### src/rtl/cart_mem_arbiter.sv
// Cartridge RAM arbiter: buffers HPS download bytes in a small FIFO and drains them
// into the single-port RAM around console reads, holding the console in reset until done.
module cart_mem_arbiter #(
    parameter int ADDR_W     = 15,
    parameter int WBUF_DEPTH = 4
) (
    input  logic              clk_i,
    input  logic              reset_n_i,
    input  logic              dl_active_i,
    input  logic              dl_wr_i,
    input  logic [24:0]       dl_addr_i,
    input  logic [7:0]        dl_data_i,
    output logic              dl_wait_o,
    input  logic              cpu_req_i,
    input  logic [ADDR_W-1:0] cpu_addr_i,
    output logic [7:0]        cpu_data_o,
    output logic              cpu_valid_o,
    output logic [ADDR_W-1:0] mem_addr_o,
    output logic              mem_we_o,
    output logic [7:0]        mem_data_o,
    input  logic [7:0]        mem_q_i,
    output logic              hold_reset_o,
    output logic              load_done_o,
    output logic              overflow_o
);

    localparam int PW = $clog2(WBUF_DEPTH);
    localparam int CW = PW + 1;
    localparam logic [CW-1:0] FULL_CNT = CW'(WBUF_DEPTH);
    localparam logic [CW-1:0] WAIT_CNT = CW'(WBUF_DEPTH - 1);

    typedef enum logic [1:0] {
        IDLE,
        RD,
        WR
    } state_t;

    state_t            state;
    state_t            state_nx;

    logic [ADDR_W-1:0] buf_addr [WBUF_DEPTH];
    logic [7:0]        buf_data [WBUF_DEPTH];
    logic [PW-1:0]     wr_ptr;
    logic [PW-1:0]     rd_ptr;
    logic [CW-1:0]     count;

    logic              pend_v;
    logic [ADDR_W-1:0] pend_a;
    logic              rd_d;

    logic              dl_active_q;
    logic              armed;
    logic              hold_q;
    logic              boot;

    logic              in_window;
    logic              full;
    logic              push_ok;
    logic              drop;
    logic              pop;

    assign in_window = (dl_addr_i[24:ADDR_W] == '0);
    assign full      = (count == FULL_CNT);
    // A full FIFO refuses the push even though a pop happens in the same cycle.
    assign push_ok   = dl_wr_i && in_window && !full;
    assign drop      = dl_wr_i && in_window && full;
    assign pop       = (state_nx == WR);

    always_comb begin
        state_nx = IDLE;
        if (full) begin
            state_nx = WR;
        end else if (pend_v || cpu_req_i) begin
            state_nx = RD;
        end else if (count != '0) begin
            state_nx = WR;
        end
    end

    assign hold_reset_o = boot | dl_active_i | (count != '0) | (state == WR);
    assign load_done_o  = armed & hold_q & ~hold_reset_o;

    always_ff @(posedge clk_i) begin
        if (push_ok) begin
            buf_addr[wr_ptr] <= dl_addr_i[ADDR_W-1:0];
            buf_data[wr_ptr] <= dl_data_i;
        end
    end

    always_ff @(posedge clk_i or negedge reset_n_i) begin
        if (!reset_n_i) begin
            state       <= IDLE;
            wr_ptr      <= '0;
            rd_ptr      <= '0;
            count       <= '0;
            pend_v      <= 1'b0;
            pend_a      <= '0;
            mem_addr_o  <= '0;
            mem_we_o    <= 1'b0;
            mem_data_o  <= '0;
            rd_d        <= 1'b0;
            cpu_data_o  <= '0;
            cpu_valid_o <= 1'b0;
            dl_wait_o   <= 1'b0;
            overflow_o  <= 1'b0;
            dl_active_q <= 1'b0;
            armed       <= 1'b0;
            hold_q      <= 1'b1;
            boot        <= 1'b1;
        end else begin
            state    <= state_nx;
            mem_we_o <= 1'b0;
            case (state_nx)
                RD: begin
                    mem_addr_o <= cpu_req_i ? cpu_addr_i : pend_a;
                end
                WR: begin
                    mem_addr_o <= buf_addr[rd_ptr];
                    mem_data_o <= buf_data[rd_ptr];
                    mem_we_o   <= 1'b1;
                end
                default: begin
                end
            endcase

            // An arriving request is served directly when RD wins; otherwise it replaces the pending one.
            if (state_nx == RD) begin
                pend_v <= 1'b0;
            end else if (cpu_req_i) begin
                pend_v <= 1'b1;
                pend_a <= cpu_addr_i;
            end

            if (push_ok) begin
                wr_ptr <= wr_ptr + PW'(1);
            end
            if (pop) begin
                rd_ptr <= rd_ptr + PW'(1);
            end
            count <= count + CW'(push_ok) - CW'(pop);

            rd_d        <= (state == RD);
            cpu_valid_o <= rd_d;
            if (rd_d) begin
                cpu_data_o <= mem_q_i;
            end

            dl_wait_o   <= (count >= WAIT_CNT);
            dl_active_q <= dl_active_i;

            if (drop) begin
                overflow_o <= 1'b1;
            end else if (dl_active_i && !dl_active_q) begin
                overflow_o <= 1'b0;
            end

            boot   <= 1'b0;
            hold_q <= hold_reset_o;
            if (dl_active_i) begin
                armed <= 1'b1;
            end else if (load_done_o) begin
                armed <= 1'b0;
            end
        end
    end

endmodule

### config.mk
export PLATFORM = sky130hd
export DESIGN_NAME = cart_mem_arbiter
export DESIGN_NICKNAME = d
export VERILOG_FILES = /design/src/rtl/cart_mem_arbiter.sv
export SDC_FILE = /design/constraint.sdc
export NUM_CORES = 1
export LEC_CHECK = 0
export ABC_AREA = 1
export CAP_MARGIN = 10
export CORE_UTILIZATION = 57
export DETAILED_ROUTE_END_ITERATION = 8
export PLACE_DENSITY = 0.84
export SYNTH_ARGS = -nofsm -noshare
export SYNTH_HDL_FRONTEND = slang
export SYNTH_SLANG_ARGS = --single-unit
### constraint.sdc
create_clock -name clk_i -period 6.2 [get_ports clk_i]
set_input_delay 1.86 -clock clk_i [delete_from_list [all_inputs] [get_ports clk_i]]
set_output_delay 1.86 -clock clk_i [all_outputs]
set_load 0.05 [all_outputs]
# Yosys cells after proc, flatten, opt, wreduce, memory -nomap -nowiden
# Memory sizes are Yosys's and may differ from the RTL's. A register that Yosys moved wholly into a read port is not among the register bits.
# Index checks and enable logic that the tools add are counted.
[word_totals]
reg_bits = 57
ramBits = 92
input_bits = 61
n_memories = 2
[memory_table]
columns = ["memory", "depth", "word_bits", "rd", "rd_clocked_by_memory_dff", "write_ports", "line", "text"]
rows = [
  ["buf_addr", 4, 15, 1, 0, 1, "41", "logic [ADDR_W-1:0] buf_addr [WBUF_DEPTH];"],
  ["buf_data", 4, 8, 1, 1, 1, "42", "logic [7:0] buf_data [WBUF_DEPTH];"],
]
[op_classes]
n_addsub = 4
n_lt_le_gt_ge = 1
n_eq_ne = 5
muxes = 14
n_bitwise = 6
reduce_logical = 14
[ops]
columns = ["cell", "n"]
rows = [
  ["one-hot mux 15 bit (2 select lines)", 1],
  ["two-way mux 15 bit", 1],
  ["zero test 10 bit", 1],
  ["two-way mux 1 bit", 9],
  ["nonzero test 2 bit", 4],
  ["two-way mux 2 bit", 3],
  ["adder 2 x 1 -> 2 bit, second input constant", 2],
  ["== test 2 x 1 -> 1 bit, second input constant", 2],
  ["== test 2 bit, second input constant", 2],
  ["logical AND 1 bit", 4],
  ["adder 3 x 1 -> 3 bit", 1],
  ["== test 3 bit, second input constant", 1],
  [">= comparator 3 x 2 -> 1 bit, second input constant", 1],
  ["zero test 1 bit", 3],
  ["OR 1 bit", 3],
  ["nonzero test 3 bit", 1],
  ["subtractor 3 x 1 -> 3 bit", 1],
  ["AND 1 bit", 2],
  ["logical OR 1 bit", 1],
  ["NOT 1 bit", 1],
]

# Depth between registers and ports, before layout
[logic_depth]
depth_word = 7
mapped_depth = 11
mapped_depth_nobuf = 10

# Least setup slack after synthesis
# No wires, ideal clock.
[synth_timing]
path_type = "in2out"
startpoint = "input port dl_active_i"
endpoint = "output port load_done_o"
t_arrival_ns = 3.249
t_required_ns = 4.340
slack_ns = 1.091
stages = 3
path_buffers = 0
cell_sequence = "nor2_1 > nand3_1 > nor2_1"
[synth_between]
elab_chain_len = 5
[synth_lines]
columns = ["item", "line", "text"]
rows = [
  ["start, declared", "9", "input logic dl_active_i,"],
  ["OR 1 bit (3 in a row)", "80", "assign hold_reset_o = boot | dl_active_i | (count != '0) | (state == WR);"],
  ["named net hold_reset_o", "22", "output logic hold_reset_o,"],
  ["NOT 1 bit", "81", "assign load_done_o = armed & hold_q & ~hold_reset_o;"],
  ["AND 1 bit", "81", ""],
  ["end, declared", "23", "output logic load_done_o,"],
]
# The timed path passes the listed nets, and every way through them passes these cells.

# Final worst setup path
[layout_timing]
startpoint = "input port dl_active_i"
endpoint = "output port load_done_o"
[layout_between]
elab_chain_len = 5
[layout_lines]
columns = ["item", "line"]
rows = [
  ["OR 1 bit (3 in a row)", "80"],
  ["NOT 1 bit", "81"],
  ["AND 1 bit", "81"],
]
# Every way passes these cells.

==> impl_metrics.csv <==
group,metric,value,unit
status,status,"finished clean",
placement,io_buffers,97,
placement,place_congestion,0.752,
clock_tree,cts_tree,"built",
finish,final_util,73.9,%
yosys,synth_area_leaders,"edfxtp_1 43%, dfrtp_1 24%, nand2_1 7.9%, nor2_1 6.2%, o21ai_0 4.4%",
floorplanning,die-area,0.0118,mm^2
yosys,ys_warn_count,0,
floorplanning,start_util,59.1,%
global_route,grt_pass1_wl,22.2,mm
clock_tree,cts-resized-gates,0,
pwr,ir_drop,0.287,mV
timing,final_max_slew_viol_count,0,
timing,fin_crit_sh,86.4,%
critical_path,arrival,3.50,ns
run,cap_violations,0,
route,drt-met1-wl,5.64,mm
timing,slew_headroom,32.2,%
yosys,synth_top_area_share,42.5,%
global_route,track_usage,25.2,%
yosys,yosys.area.top_type,"edfxtp_1",
timing,rsz0062_at_grt,"no",
pwr,finalPower,3.93,mW
global_route,grt_overflow_total,0,
timing,hold_viol,0,
route,drc,0,
min_path,worstHoldPathType,"flop to flop",
global_route,grt_antenna_before_repair,0,
route,wl_met3,878,um
timing,tns,0,ns
yosys,synth.cell_area,0.00649,mm^2
critical_path,critPathLaunchType,"input port",
placement,hpwl,8.43,mm
clock_tree,cts_root_buffer,"clkbuf_16",
timing,min_period,5.36,ns
floorplanning,die_width,109,um
route,route.met2.wl,6.90,mm
yosys,synth_seq_cells,156,
timing,clock_skew,0.00843,ns
floorplanning,ioPinCount,98,
timing,tightest_slew,1.02,ns
clock_tree,post-cts-setup-buffers,0,
finish,insertedDiodeCount,0,
route,ant_nets,0,
finish,layout.nets,782,
yosys,syn-num-nets,687,
clock_tree,h-tree-depth,4,
floorplanning,fp.dieH,109,um
clock_tree,clock_path_buffers,2,
clock_tree,clk_pin_slew,0.06,ns
floorplanning,core,0.0110,mm^2
clock_tree,cts_inserted_buffers,17,
finish,syn_to_final_growth,24.9,%
pwr,p_leak,3.35,nW
global_route,grt_pass1_vias,4618,
global_route,grt_max_degree,65,
placement,placed_area,0.00754,mm^2
pwr,p_per_area,484,mW/mm^2
route,drtPass1Iterations,5,
route,routed.top_layer,"met4",
finish,fin_area,0.00811,mm^2
timing,clock.fmax,187,MHz
route,viasPerCell,5.36,
yosys,seq_area_frac_synth,67.2,%
clock_tree,clock_sinks,156,
yosys,synth_cell_type_count,25,
floorplanning,rows,38,
clock_tree,cts-hold-fix-buffers,0,
critical_path,cp_data_required_time,4.34,ns
timing,setup_viol_count_final,0,
route,drtIter0Drc,381,
route,routed_wl,13.7,mm
critical_path,path_class,"input port to primary output",
critical_path,end_kind,"primary output",
critical_path,worstPathMaxFanout,3,
route,drt-wirelength-per-cell,15.8,um
clock_tree,worstSkewPairLatency,0.42,ns
finish,drive_above_1_share,8.54,%
route,via_count,4641,
yosys,syn-instance-count,618,
yosys,avgSynthCellArea,10.5,um^2
## worst max-delay path, cell delays in order
cell,delay [ns]
clkdlybuf4s50_1,0.44
nor2_1,0.13
nand3_1,0.14
nor2_1,0.12
clkdlybuf4s50_1,0.80
## synthesized netlist by cell type
| library cell | instances |
|---|---|
| buf_2 | 17 |
| buf_4 | 6 |
| buf_6 | 2 |
| clkbuf_1 | 4 |
| conb_1 | 1 |
| dfrtp_1 | 62 |
| dfstp_2 | 2 |
| edfxtp_1 | 92 |
| fa_1 | 1 |
| ha_1 | 7 |
| inv_1 | 44 |
| inv_2 | 5 |
| mux2_2 | 8 |
| nand2_1 | 137 |
| nand2_4 | 1 |
| nand3_1 | 31 |
| nand3_2 | 2 |
| nand4_1 | 3 |
| nor2_1 | 107 |
| nor2_4 | 2 |
| nor3b_1 | 1 |
| o21ai_0 | 57 |
| o21ai_1 | 24 |
| xnor2_1 | 1 |
| xor2_1 | 1 |
## per-layer routing
| layer | track usage, % | vias to the layer above |
|---|---|---|
| met2 | 42.9 | 170 |
| met5 | 0 | - |
| met3 | 5.92 | 36 |
| met4 | 11.5 | 0 |
| met1 | 30.5 | 2217 |
| li1 | - | 2218 |
## layout by cell type (no fill, tap or decap)
cell type          n
mux2_2             8
buf_4              8
dfstp_2            2
o21ai_1           24
xnor2_1            1
clkbuf_16         17
clkinv_1           2
nor2_1           103
fa_1               1
clkdlybuf4s50_1   96
nand2_1          137
inv_1             44
bufinv_16          2
nand4_1            3
clkinvlp_2         2
dfrtp_1           62
nand3_1           31
inv_2              5
inv_6              3
clkinv_4           3
nand3_2            2
ha_1               7
o21ai_0           57
buf_2              1
clkinvlp_4         2
xor2_1             1
nand2_4            1
nor3b_1            1
nor2_4             2
conb_1             1
nor2_2             4
edfxtp_1          92
clkbuf_1           1
## stage by stage
step / setup slack [ns] / instances / hold WS (ns)
after detailed placement: 0.795 / 834 / 0.452
after global routing: 0.736 / 866 / 0.463
after global placement: 0.871 / 834 / 0.458
final: 0.841 / 866 / 0.466
after CTS: 0.811 / 866 / 0.460
after floorplan: 1.09 / 618 / 0.352
## where the power goes
group          leakage (nW)  switching, mW  internal, mW  total [mW]
sequential             1.61          0.162          1.29        1.45
combinational          1.47          0.990         0.486        1.48
clock                 0.268          0.409         0.593        1.00
## layout make-up
| type | count | area (um^2) |
|---|---|---|
| sequential | 156 | 4370 |
| fill | 721 | 2870 |
| multi-input combinational | 384 | 1790 |
| timing repair buffer | 105 | 1030 |
| clock buffer | 18 | 429 |
| inverter | 49 | 184 |
| tap | 140 | 175 |
| clock inverter | 14 | 145 |
## worst paths after layout
| path | startpoint | to | slack [ns] | cells after the start |
|---|---|---|---|---|
| worst max-delay path | dl_active_i | load_done_o | 0.84 | 5 |
| worst min-delay path | mem_we_o | rd_d | 0.47 | 1 |
| worst max register to register | count[1] | count[1] | 3.64 | 9 |
| worst min register to register | mem_we_o | rd_d | 0.47 | 1 |
| max in group asynchronous | reset_n_i | mem_addr_o[11] | 4.04 | 2 |
| min in group asynchronous | reset_n_i | armed | 1.62 | 2 |
## flip-flops by register name (all words and copies together), names as in the netlist
name         cells
mem_data_o       8
boot             1
cpu_data_o       8
dl_wait_o        1
buf_addr        60
cpu_valid_o      1
count            3
wr_ptr           2
pend_v           1
pend_a          15
overflow_o       1
rd_d             1
mem_addr_o      15
hold_q           1
state            1
mem_we_o         1
armed            1
buf_data        32
dl_active_q      1
rd_ptr           2
## kinds of logic (layout without fill, tap and decap cells)
kind of cell | after synthesis | in the layout | share of synthesized area [%]
other | 1 | 1 | 0.0577
AND/OR/NAND/NOR | 284 | 284 | 17.7
buffers and inverters | 78 | 186 | 5.41
adder cells (fa/ha/maj) | 8 | 8 | 1.66
multiplexers | 8 | 8 | 1.39
XOR/XNOR | 2 | 2 | 0.270
flip-flops | 156 | 156 | 67.2
AO/OA/AOI/OAI | 81 | 81 | 6.24
Note: power is estimated with default switching activity, not from simulation.
